===== src/rtl/uart_pkg.sv =====
// ============================================================================
// Module      : uart_pkg
// Description : Shared UART constants: LSR bit positions and reset value.
// Revision    : 1.0 - initial release
// ============================================================================
`default_nettype none

package uart_pkg;

   localparam int LSR_DR      = 0;
   localparam int LSR_OE      = 1;
   localparam int LSR_PE      = 2;
   localparam int LSR_FE      = 3;
   localparam int LSR_BI      = 4;
   localparam int LSR_THRE    = 5;
   localparam int LSR_TEMT    = 6;
   localparam int LSR_FIFOERR = 7;

   localparam logic [7:0] LSR_RESET_VAL = 8'h60;

endpackage

`default_nettype wire


===== src/rtl/line_status_unit_if.sv =====
// ============================================================================
// Module      : line_status_unit_if
// Description : Datapath/bus-side signals of the line status unit.
// Revision    : 1.0 - initial release
// ============================================================================
`default_nettype none

interface line_status_unit_if #(
   parameter int CNT_W = 5
) ();

   logic             fifo_en;
   logic             ls_irq_en;
   logic             data_ready;
   logic             thr_empty;
   logic             tsr_empty;
   logic             overrun_evt;
   logic             parity_evt;
   logic             framing_evt;
   logic             break_evt;
   logic             rx_push;
   logic             rx_push_err;
   logic             rx_pop;
   logic             rx_pop_err;
   logic             rx_flush;
   logic             lsr_rd;
   logic [7:0]       LSR;
   logic             ls_irq;
   logic [CNT_W-1:0] err_count;

   modport master (
      output fifo_en, ls_irq_en, data_ready, thr_empty, tsr_empty,
             overrun_evt, parity_evt, framing_evt, break_evt,
             rx_push, rx_push_err, rx_pop, rx_pop_err, rx_flush, lsr_rd,
      input  LSR, ls_irq, err_count
   );

   modport slave (
      input  fifo_en, ls_irq_en, data_ready, thr_empty, tsr_empty,
             overrun_evt, parity_evt, framing_evt, break_evt,
             rx_push, rx_push_err, rx_pop, rx_pop_err, rx_flush, lsr_rd,
      output LSR, ls_irq, err_count
   );

endinterface

`default_nettype wire


===== src/rtl/lsr_err_counter.sv =====
// ============================================================================
// Module      : lsr_err_counter
// Description : Saturating up/down count of errored words in the RX FIFO.
// Revision    : 1.0 - initial release
// ============================================================================
`default_nettype none

module lsr_err_counter #(
   parameter int CNT_W      = 5,
   parameter int FIFO_DEPTH = 16
) (
   input  wire logic             BCLK,
   input  wire logic             RST_N,
   input  wire logic             i_clr,
   input  wire logic             i_inc,
   input  wire logic             i_dec,
   output logic [CNT_W-1:0]      o_count,
   output logic                  o_next_nonzero
);

   localparam logic [CNT_W-1:0] c_max = CNT_W'(FIFO_DEPTH);

   logic [CNT_W-1:0] r_count;
   logic [CNT_W-1:0] w_count_next;

   always_comb begin
      w_count_next = r_count;
      if (i_clr) begin
         w_count_next = '0;
      end else if (i_inc && !i_dec && (r_count != c_max)) begin
         w_count_next = r_count + 1'b1;
      end else if (i_dec && !i_inc && (r_count != '0)) begin
         w_count_next = r_count - 1'b1;
      end
   end

   always_ff @(posedge BCLK or negedge RST_N) begin
      if (!RST_N) begin
         r_count <= '0;
      end else begin
         r_count <= w_count_next;
      end
   end

   // LSR[7] is registered alongside the count, so it needs the next value
   assign o_next_nonzero = (w_count_next != '0);
   assign o_count        = r_count;

endmodule

`default_nettype wire


===== src/rtl/line_status_unit.sv =====
// ============================================================================
// Module      : line_status_unit
// Description : UART LSR with sticky error bits, FIFO error tracking and IRQ.
// Revision    : 1.0 - initial release
// ============================================================================
`default_nettype none

module line_status_unit
   import uart_pkg::*;
#(
   parameter int         FIFO_DEPTH = 16,
   parameter int         CNT_W      = 5,
   parameter logic [7:0] LSR_RESET  = LSR_RESET_VAL
) (
   input  wire logic          BCLK,
   input  wire logic          RST_N,
   line_status_unit_if.slave  bus
);

   logic [7:0]       r_lsr;
   logic             r_ls_irq;
   logic [7:0]       w_lsr_next;
   logic [3:0]       w_evt;
   logic [3:0]       w_sticky_next;
   logic             w_cnt_clr;
   logic             w_cnt_nonzero_next;
   logic [CNT_W-1:0] w_count;

   assign w_evt     = {bus.break_evt, bus.framing_evt, bus.parity_evt, bus.overrun_evt};
   assign w_cnt_clr = bus.rx_flush || !bus.fifo_en;

   lsr_err_counter #(
      .CNT_W      (CNT_W),
      .FIFO_DEPTH (FIFO_DEPTH)
   ) u_err_counter (
      .BCLK           (BCLK),
      .RST_N          (RST_N),
      .i_clr          (w_cnt_clr),
      .i_inc          (bus.rx_push && bus.rx_push_err),
      .i_dec          (bus.rx_pop && bus.rx_pop_err),
      .o_count        (w_count),
      .o_next_nonzero (w_cnt_nonzero_next)
   );

   always_comb begin
      w_sticky_next = r_lsr[LSR_BI:LSR_OE] | w_evt;
      // A read clears the sticky bits, yet an event in the read cycle still lands
      if (bus.rx_flush) begin
         w_sticky_next = '0;
      end else if (bus.lsr_rd) begin
         w_sticky_next = w_evt;
      end

      w_lsr_next                 = r_lsr;
      w_lsr_next[LSR_DR]         = bus.data_ready;
      w_lsr_next[LSR_BI:LSR_OE]  = w_sticky_next;
      w_lsr_next[LSR_THRE]       = bus.thr_empty;
      w_lsr_next[LSR_TEMT]       = bus.tsr_empty;
      w_lsr_next[LSR_FIFOERR]    = bus.fifo_en && w_cnt_nonzero_next;
   end

   always_ff @(posedge BCLK or negedge RST_N) begin
      if (!RST_N) begin
         r_lsr    <= LSR_RESET;
         r_ls_irq <= 1'b0;
      end else begin
         r_lsr    <= w_lsr_next;
         r_ls_irq <= bus.ls_irq_en && (|w_sticky_next);
      end
   end

   assign bus.LSR       = r_lsr;
   assign bus.ls_irq    = r_ls_irq;
   assign bus.err_count = w_count;

endmodule

`default_nettype wire


===== src/flat_wrapper.sv =====
// flat-port wrapper written by rule: the top's interface ports become plain ports
module line_status_unit_flat import uart_pkg::*;
#(
   parameter int         FIFO_DEPTH = 16,
   parameter int         CNT_W      = 5,
   parameter logic [7:0] LSR_RESET  = LSR_RESET_VAL
)
  (BCLK, RST_N, bus_fifo_en, bus_ls_irq_en, bus_data_ready, bus_thr_empty, bus_tsr_empty, bus_overrun_evt, bus_parity_evt, bus_framing_evt, bus_break_evt, bus_rx_push, bus_rx_push_err, bus_rx_pop, bus_rx_pop_err, bus_rx_flush, bus_lsr_rd, bus_LSR, bus_ls_irq, bus_err_count);
  line_status_unit_if #(.CNT_W(CNT_W)) bus_i ();
  input  wire logic BCLK;
  input  wire logic RST_N;
  input wire logic [$bits(bus_i.fifo_en)-1:0] bus_fifo_en;
  input wire logic [$bits(bus_i.ls_irq_en)-1:0] bus_ls_irq_en;
  input wire logic [$bits(bus_i.data_ready)-1:0] bus_data_ready;
  input wire logic [$bits(bus_i.thr_empty)-1:0] bus_thr_empty;
  input wire logic [$bits(bus_i.tsr_empty)-1:0] bus_tsr_empty;
  input wire logic [$bits(bus_i.overrun_evt)-1:0] bus_overrun_evt;
  input wire logic [$bits(bus_i.parity_evt)-1:0] bus_parity_evt;
  input wire logic [$bits(bus_i.framing_evt)-1:0] bus_framing_evt;
  input wire logic [$bits(bus_i.break_evt)-1:0] bus_break_evt;
  input wire logic [$bits(bus_i.rx_push)-1:0] bus_rx_push;
  input wire logic [$bits(bus_i.rx_push_err)-1:0] bus_rx_push_err;
  input wire logic [$bits(bus_i.rx_pop)-1:0] bus_rx_pop;
  input wire logic [$bits(bus_i.rx_pop_err)-1:0] bus_rx_pop_err;
  input wire logic [$bits(bus_i.rx_flush)-1:0] bus_rx_flush;
  input wire logic [$bits(bus_i.lsr_rd)-1:0] bus_lsr_rd;
  output wire logic [$bits(bus_i.LSR)-1:0] bus_LSR;
  output wire logic [$bits(bus_i.ls_irq)-1:0] bus_ls_irq;
  output wire logic [$bits(bus_i.err_count)-1:0] bus_err_count;
  assign bus_i.fifo_en = bus_fifo_en;
  assign bus_i.ls_irq_en = bus_ls_irq_en;
  assign bus_i.data_ready = bus_data_ready;
  assign bus_i.thr_empty = bus_thr_empty;
  assign bus_i.tsr_empty = bus_tsr_empty;
  assign bus_i.overrun_evt = bus_overrun_evt;
  assign bus_i.parity_evt = bus_parity_evt;
  assign bus_i.framing_evt = bus_framing_evt;
  assign bus_i.break_evt = bus_break_evt;
  assign bus_i.rx_push = bus_rx_push;
  assign bus_i.rx_push_err = bus_rx_push_err;
  assign bus_i.rx_pop = bus_rx_pop;
  assign bus_i.rx_pop_err = bus_rx_pop_err;
  assign bus_i.rx_flush = bus_rx_flush;
  assign bus_i.lsr_rd = bus_lsr_rd;
  assign bus_LSR = bus_i.LSR;
  assign bus_ls_irq = bus_i.ls_irq;
  assign bus_err_count = bus_i.err_count;
  line_status_unit #(.FIFO_DEPTH(FIFO_DEPTH), .CNT_W(CNT_W), .LSR_RESET(LSR_RESET)) u_core (.BCLK(BCLK), .RST_N(RST_N), .bus(bus_i));
endmodule

===== config.mk =====
export PLATFORM = sky130hd
export DESIGN_NAME = line_status_unit_flat
export DESIGN_NICKNAME = d
export VERILOG_FILES = /design/src/rtl/uart_pkg.sv /design/src/rtl/line_status_unit_if.sv /design/src/rtl/lsr_err_counter.sv /design/src/rtl/line_status_unit.sv /design/src/flat_wrapper.sv
export SDC_FILE = /design/constraint.sdc
export NUM_CORES = 1
export LEC_CHECK = 0
export ABC_AREA = 0
export BUFFER_PORTS_ARGS = -buffer_cell sky130_fd_sc_hd__buf_2
export CELL_PAD_IN_SITES_DETAIL_PLACEMENT = 1
export CELL_PAD_IN_SITES_GLOBAL_PLACEMENT = 1
export CORE_MARGIN = 2
export CORE_UTILIZATION = 29
export CTS_CLUSTER_SIZE = 20
export DETAILED_ROUTE_END_ITERATION = 8
export PLACE_DENSITY_LB_ADDON = 0.1
export SYNTH_ARGS = -nofsm -noshare
export SYNTH_HDL_FRONTEND = slang
export SYNTH_SLANG_ARGS = --single-unit

===== constraint.sdc =====
create_clock -name BCLK -period 2.1 [get_ports BCLK]
set_clock_uncertainty 0.2 [all_clocks]
set_input_delay 0.105 -clock BCLK [delete_from_list [all_inputs] [get_ports BCLK]]
set_output_delay 0.105 -clock BCLK [all_outputs]
set_load 0.01 [all_outputs]

After elaboration in Yosys (flattened, before gate mapping)
Index checks and enable logic that the tools add are counted.
- bits in read-only memories: 0
- logic and storage cells: 27
- flip-flop bits (word level): 14
- memory bits (writable): 0
- output and inout port bits: 14
- bits in latches: 0
- memories: 0
- add/sub/neg operators: 2
- shifts and indexed selects: 0
- $mul: 0
- bitwise gates (word level): 1
- equality and inequality tests: 1
- reduce and logical (&&, ||, !) cells: 15
- mux-type cells: 5
- magnitude comparators: 0
- divide/modulo/power cells: 0
- operators with widths (kind ; number):
    $mux W5 ; 3
    $reduce_bool A5 Y1 ; 2
    $logic_and A1 B1 Y1 ; 8
    $mux W4 ; 2
    $add A5 B1 Y5 const B ; 1
    $ne A5 B5 Y1 const B ; 1
    $sub A5 B1 Y5 const B ; 1
    $or A4 B4 Y4 ; 1
    $reduce_or A4 Y1 ; 1
    $logic_not A1 Y1 ; 3
    $logic_or A1 B1 Y1 ; 1

Depth between registers and ports, before layout
- word-level depth: 9
- mapped depth: 7

Cells and area by module
A second synthesis with hierarchy kept.
- cell total of the unflattened synthesis: 74
- area, all modules: 752.0 um^2
- modules (own cells, without submodules) (module ; area each (um^2) ; cells each ; times used):
    lsr_err_counter ; 405.4 ; 44 ; 1
    line_status_unit ; 346.6 ; 30 ; 1

Worst setup path before layout
Ideal clock, no wire load.
- kind: reg-to-reg
- start point: register u_core.u_err_counter.r_count[0] (netlist: u_core.u_err_counter.o_count[0])
- end point: register u_core.r_lsr[7] (netlist: u_core.bus.LSR[7])
- required time: 1.762 ns
- data arrival time: 2.053 ns
- slack: -0.292 ns
- setup time: 0.138 ns
- stages on the path, launching flop included: 8
- period minus slack after synthesis: 2.392 ns
- path through: dfrtp_1 inv_1 ha_1 nor3b_4 a221oi_2 a22oi_1 mux2i_1 or4_1
- word-level cells in the longest chain between the ends: 7
- RTL lines (item ; RTL line ; text):
    start: declaration ; lsr_err_counter.sv:23 ; logic [CNT_W-1:0] r_count;
    start signal: assignment ; lsr_err_counter.sv:41 ; r_count <= w_count_next;
    parallel branches: the longest is 3 deep, another holds $sub A5 B1 Y5 ; - ;
    $mux W5 (*) ; lsr_err_counter.sv:30 ; end else if (i_inc && !i_dec && (r_count != c_max)) begin
    $mux W5 (*) ; lsr_err_counter.sv:28 ; if (i_clr) begin
    named net u_core.u_err_counter.w_count_next[2] ; lsr_err_counter.sv:24 ; logic [CNT_W-1:0] w_count_next;
    $reduce_bool A5 Y1 (*) ; lsr_err_counter.sv:46 ; assign o_next_nonzero = (w_count_next != '0);
    $logic_and A1 B1 Y1 (*) ; line_status_unit.sv:59 ; w_lsr_next[LSR_FIFOERR] = bus.fifo_en && w_cnt_nonzero_next;
    named net u_core.w_lsr_next[7] ; line_status_unit.sv:22 ; logic [7:0] w_lsr_next;
    end signal: assignment ; line_status_unit.sv:67 ; r_lsr <= w_lsr_next;
    end: declaration ; line_status_unit.sv:20 ; logic [7:0] r_lsr;
Mark *: on every way through the listed nets, which the timed path passes.

Worst setup path after layout
- start point: register u_core.u_err_counter.r_count[1] (netlist: u_core.u_err_counter.o_count[1])
- end point: register u_core.r_lsr[7] (netlist: u_core.bus.LSR[7])
The elaborated chain is that of the path after synthesis.

==> flow_summary.ini <==
[synthesis]
synth_top_family_by_area = simple AND/OR/NAND/NOR gates
yosys.area_share.simple_pct = 19.3
synth_compound_area_share_pct = 15.2
synth_common_cells = 12 x dfrtp_1, 9 x nor2_1, 7 x a21oi_1
synth.most_common_cell = dfrtp_1
avgSynthCellArea_um2 = 10.5
synthDistinctLibCells = 24
async_flop_share_pct = 100
synth_nets = 84
synth_xor_area_share_pct = 1.28
ys_seq_area_share_pct = 51.7
synth_area_leaders = dfrtp_1 44%, dfstp_2 7.7%, a21oi_1 5.1%
ys.flop_type = dfrtp_1
synth_top_area_share_pct = 44.0
synth_fa_ha_area_share_pct = 3.67
synth_edf_count = 0
muxShareOfSynthArea_pct = 6.06
synth_cells = 65
syn_area_um2 = 682
synth_top_area_cell = dfrtp_1
yosys_warnings = 0
synth_seq_cells = 14

[floorplanning]
start_util_pct = 30.8
core_mm2 = 0.00221
ioPinCount = 31
die_h_um = 52.5
die_w_um = 52.5
die-area_mm2 = 0.00276
rows = 17

[outcome]
violations = negative setup slack
status = complete, but fails checks

[final_layout]
n_fill_cell = 269
multi_input_comb_area_um2 = 350
syn2layout_area_growth_pct = 63.7
final_area_mm2 = 0.00112
drive_gt1_share_pct = 46.2
regArea_um2 = 355
post-route-util_pct = 50.5
n_antenna_cell = 0
final_nets = 139

[worst_setup_path]
crit_path_max_fanout = 5
critPathArrivalTime_ns = 2.12
cpPeakStageDelay_ns = 0.50
cp_slowest_cell = or4_1
crit_required_ns = 2.04
r2r-start = u_core.u_err_counter.o_count[1]
critical_path.cell_chain = inv_2 > ha_4 > nor3b_4 > a221oi_4 > a21oi_2 > mux2i_1 > or4_1
r2r_setup_slack_ns = -0.07
cp-start-kind = register
r2r_cells = 7
worst_setup_path_end_kind = register
crit_type = reg2reg
r2r_end = u_core.bus.LSR[7]

[timing]
tightestPinTransition_ns = 0.342
max_slew_margin_pct = 77.2
fin_ws_ns = -0.0739
hold_viol = 0
setup_viol_count_final = 1
min_period_ns = 2.17
rsz0062_at_grt = true
period_share_pct = 104
drv_slew = 0
max_freq_mhz = 460
hold_slack_ns = 0.0434

[drt]
ant_nets = 0
wirelength_um = 1850
drtIter0Drc = 2
vias = 681
drc_errors = 0
wl_per_cell_um = 12.6
first_pass_iters = 4
avgViaCountPerCell = 4.63

[clock_tree]
clk_pin_slew_ns = 0.08
cts_setup_buffers = 0
cts_tree = yes
numClockSinks = 14
h-tree-depth = 1
cts-root-buf = clkbuf_4
clock_latency_ns = 0.27
clock_path_buffers = 2
cts_buffers = 3

[power_and_ir_drop]
swShare_pct = 25.2
p_seq_share_pct = 51.5
power.density_mw_per_mm2 = 502
p_int_w = 0.000419
peakVddDrop_mv = 0.371
switchingPower_w = 0.000142
combPwrFrac_pct = 21.2
power_w = 0.000561
pwr-share-clk_pct = 27.3
p_leak_nw = 0.552

[placement]
placed_cell_area_um2 = 957
finalWeightedCongestion = 0.778
dp.final_hpwl_um = 1350
io_buffers = 30
pre_cts_ws_ns = -0.0558

[global_routing]
gr-total-overflow = 0
grt_pass1_wl_um = 3100
grt_pass1_vias = 738
grt_max_degree = 15
grt_usage_pct = 15.4
grt_antenna_before_repair = 0

[job]
cap_violations = 0

[min_path]
min_path_type = in2async
## power by group through the flow
| stage | Combinational, W | Clock [W] | Sequential (W) |
|---|---|---|---|
| 2_1_floorplan | 0.0000388 | 0 | 0.000302 |
| 3_3_place_gp | 0.0000982 | 0 | 0.000293 |
| 3_5_place_dp | 0.0000994 | 0 | 0.000294 |
| 4_1_cts | 0.000117 | 0.000162 | 0.000289 |
| 5_1_grt | 0.000131 | 0.000173 | 0.000290 |
| 6_report | 0.000119 | 0.000153 | 0.000289 |
## final cells by class
type	count	area share (%)
Sequential cell	14	31.8
Inverter	5	1.68
Timing Repair Buffer	50	29.6
Multi-Input combinational cell	46	31.4
Tap cell	28	3.14
Clock buffer	4	2.35
## layout by cell type (no fill, tap or decap)
master / n
nor3_2: 1
a31oi_1: 1
dfrtp_1: 10
nor2_1: 8
nand3_1: 2
and2_1: 1
nand2_1: 4
nor3b_4: 1
mux2i_1: 3
o31ai_1: 1
dfstp_2: 2
buf_2: 30
nand2b_1: 3
a221oi_1: 1
or4_1: 1
a21oi_1: 6
nor3_1: 2
dlygate4sd3_1: 12
ha_4: 1
o41a_1: 1
nor2_2: 1
clkbuf_1: 1
a211oi_2: 1
xnor2_1: 1
buf_4: 8
a221oi_4: 1
a21oi_2: 1
dfrtp_2: 2
inv_1: 3
a22oi_2: 1
nor2b_1: 1
clkbuf_4: 3
mux2_1: 1
ha_1: 1
inv_2: 2
## what timing repair did
item	in CTS	in global routing
resized for setup	0	3
endpoints found under the setup margin	1	1
hold buffers	12	0
hold endpoints to repair	24	0
pin swaps	0	1
## metal layers
metal | part of all wire [%] | wire (µm) | track usage, % | up-vias
met1 | 42 | 771 | 17.5 | 324
met2 | 53 | 982 | 27.3 | 16
met5 | 0 | 0 | 0 | -
met4 | 0.59 | 11 | 3.85 | 0
li1 | - | - | - | 339
met3 | 4.7 | 87 | 5.14 | 2
## kinds of logic after synthesis
kind of cell	after synthesis
AOI/OAI and AO/OA	14
xor gates and xnor gates	1
adders and majority gates	2
buffers and inverters	5
DFF	14
muxes	4
and+or+nand+nor	25
## stage by stage
stage / cells / setup TNS, ns
after floorplan: 65 / -0.0602
after global placement: 131 / -0.0322
after detailed placement: 131 / -0.0558
after CTS: 147 / -0.0798
after global routing: 147 / -0.181
final: 147 / -0.0739
## state kept, by name, indices dropped and copies added, names as in the netlist
signal,flops
u_core.bus.LSR,8
u_core.u_err_counter.o_count,5
u_core.bus.ls_irq,1
## critical path: cells and delay by family, from the launching register on
family | cells | cell delay [ns]
multiplexers | 1 | 0.14
AND/OR/NAND/NOR | 2 | 0.66
buffers and inverters | 1 | 0.05
adder cells (fa/ha/maj) | 1 | 0.16
flip-flops | 1 | 0.37
AO/OA/AOI/OAI | 2 | 0.46
## worst max path at each step
stage	from	endpoint	slack, ns	depth (start not counted)
after floorplan	u_core.u_err_counter.o_count[0]	u_core.bus.LSR[7]	-0.06	7
final	u_core.u_err_counter.o_count[1]	u_core.bus.LSR[7]	-0.07	7
after detailed placement	u_core.u_err_counter.o_count[1]	u_core.bus.LSR[7]	-0.06	7
after global placement	u_core.u_err_counter.o_count[1]	u_core.bus.LSR[7]	-0.03	8
after global routing	u_core.u_err_counter.o_count[1]	u_core.bus.LSR[7]	-0.18	7
after CTS	u_core.u_err_counter.o_count[1]	u_core.bus.LSR[7]	-0.08	7
Power figures use the tool's default switching activity.
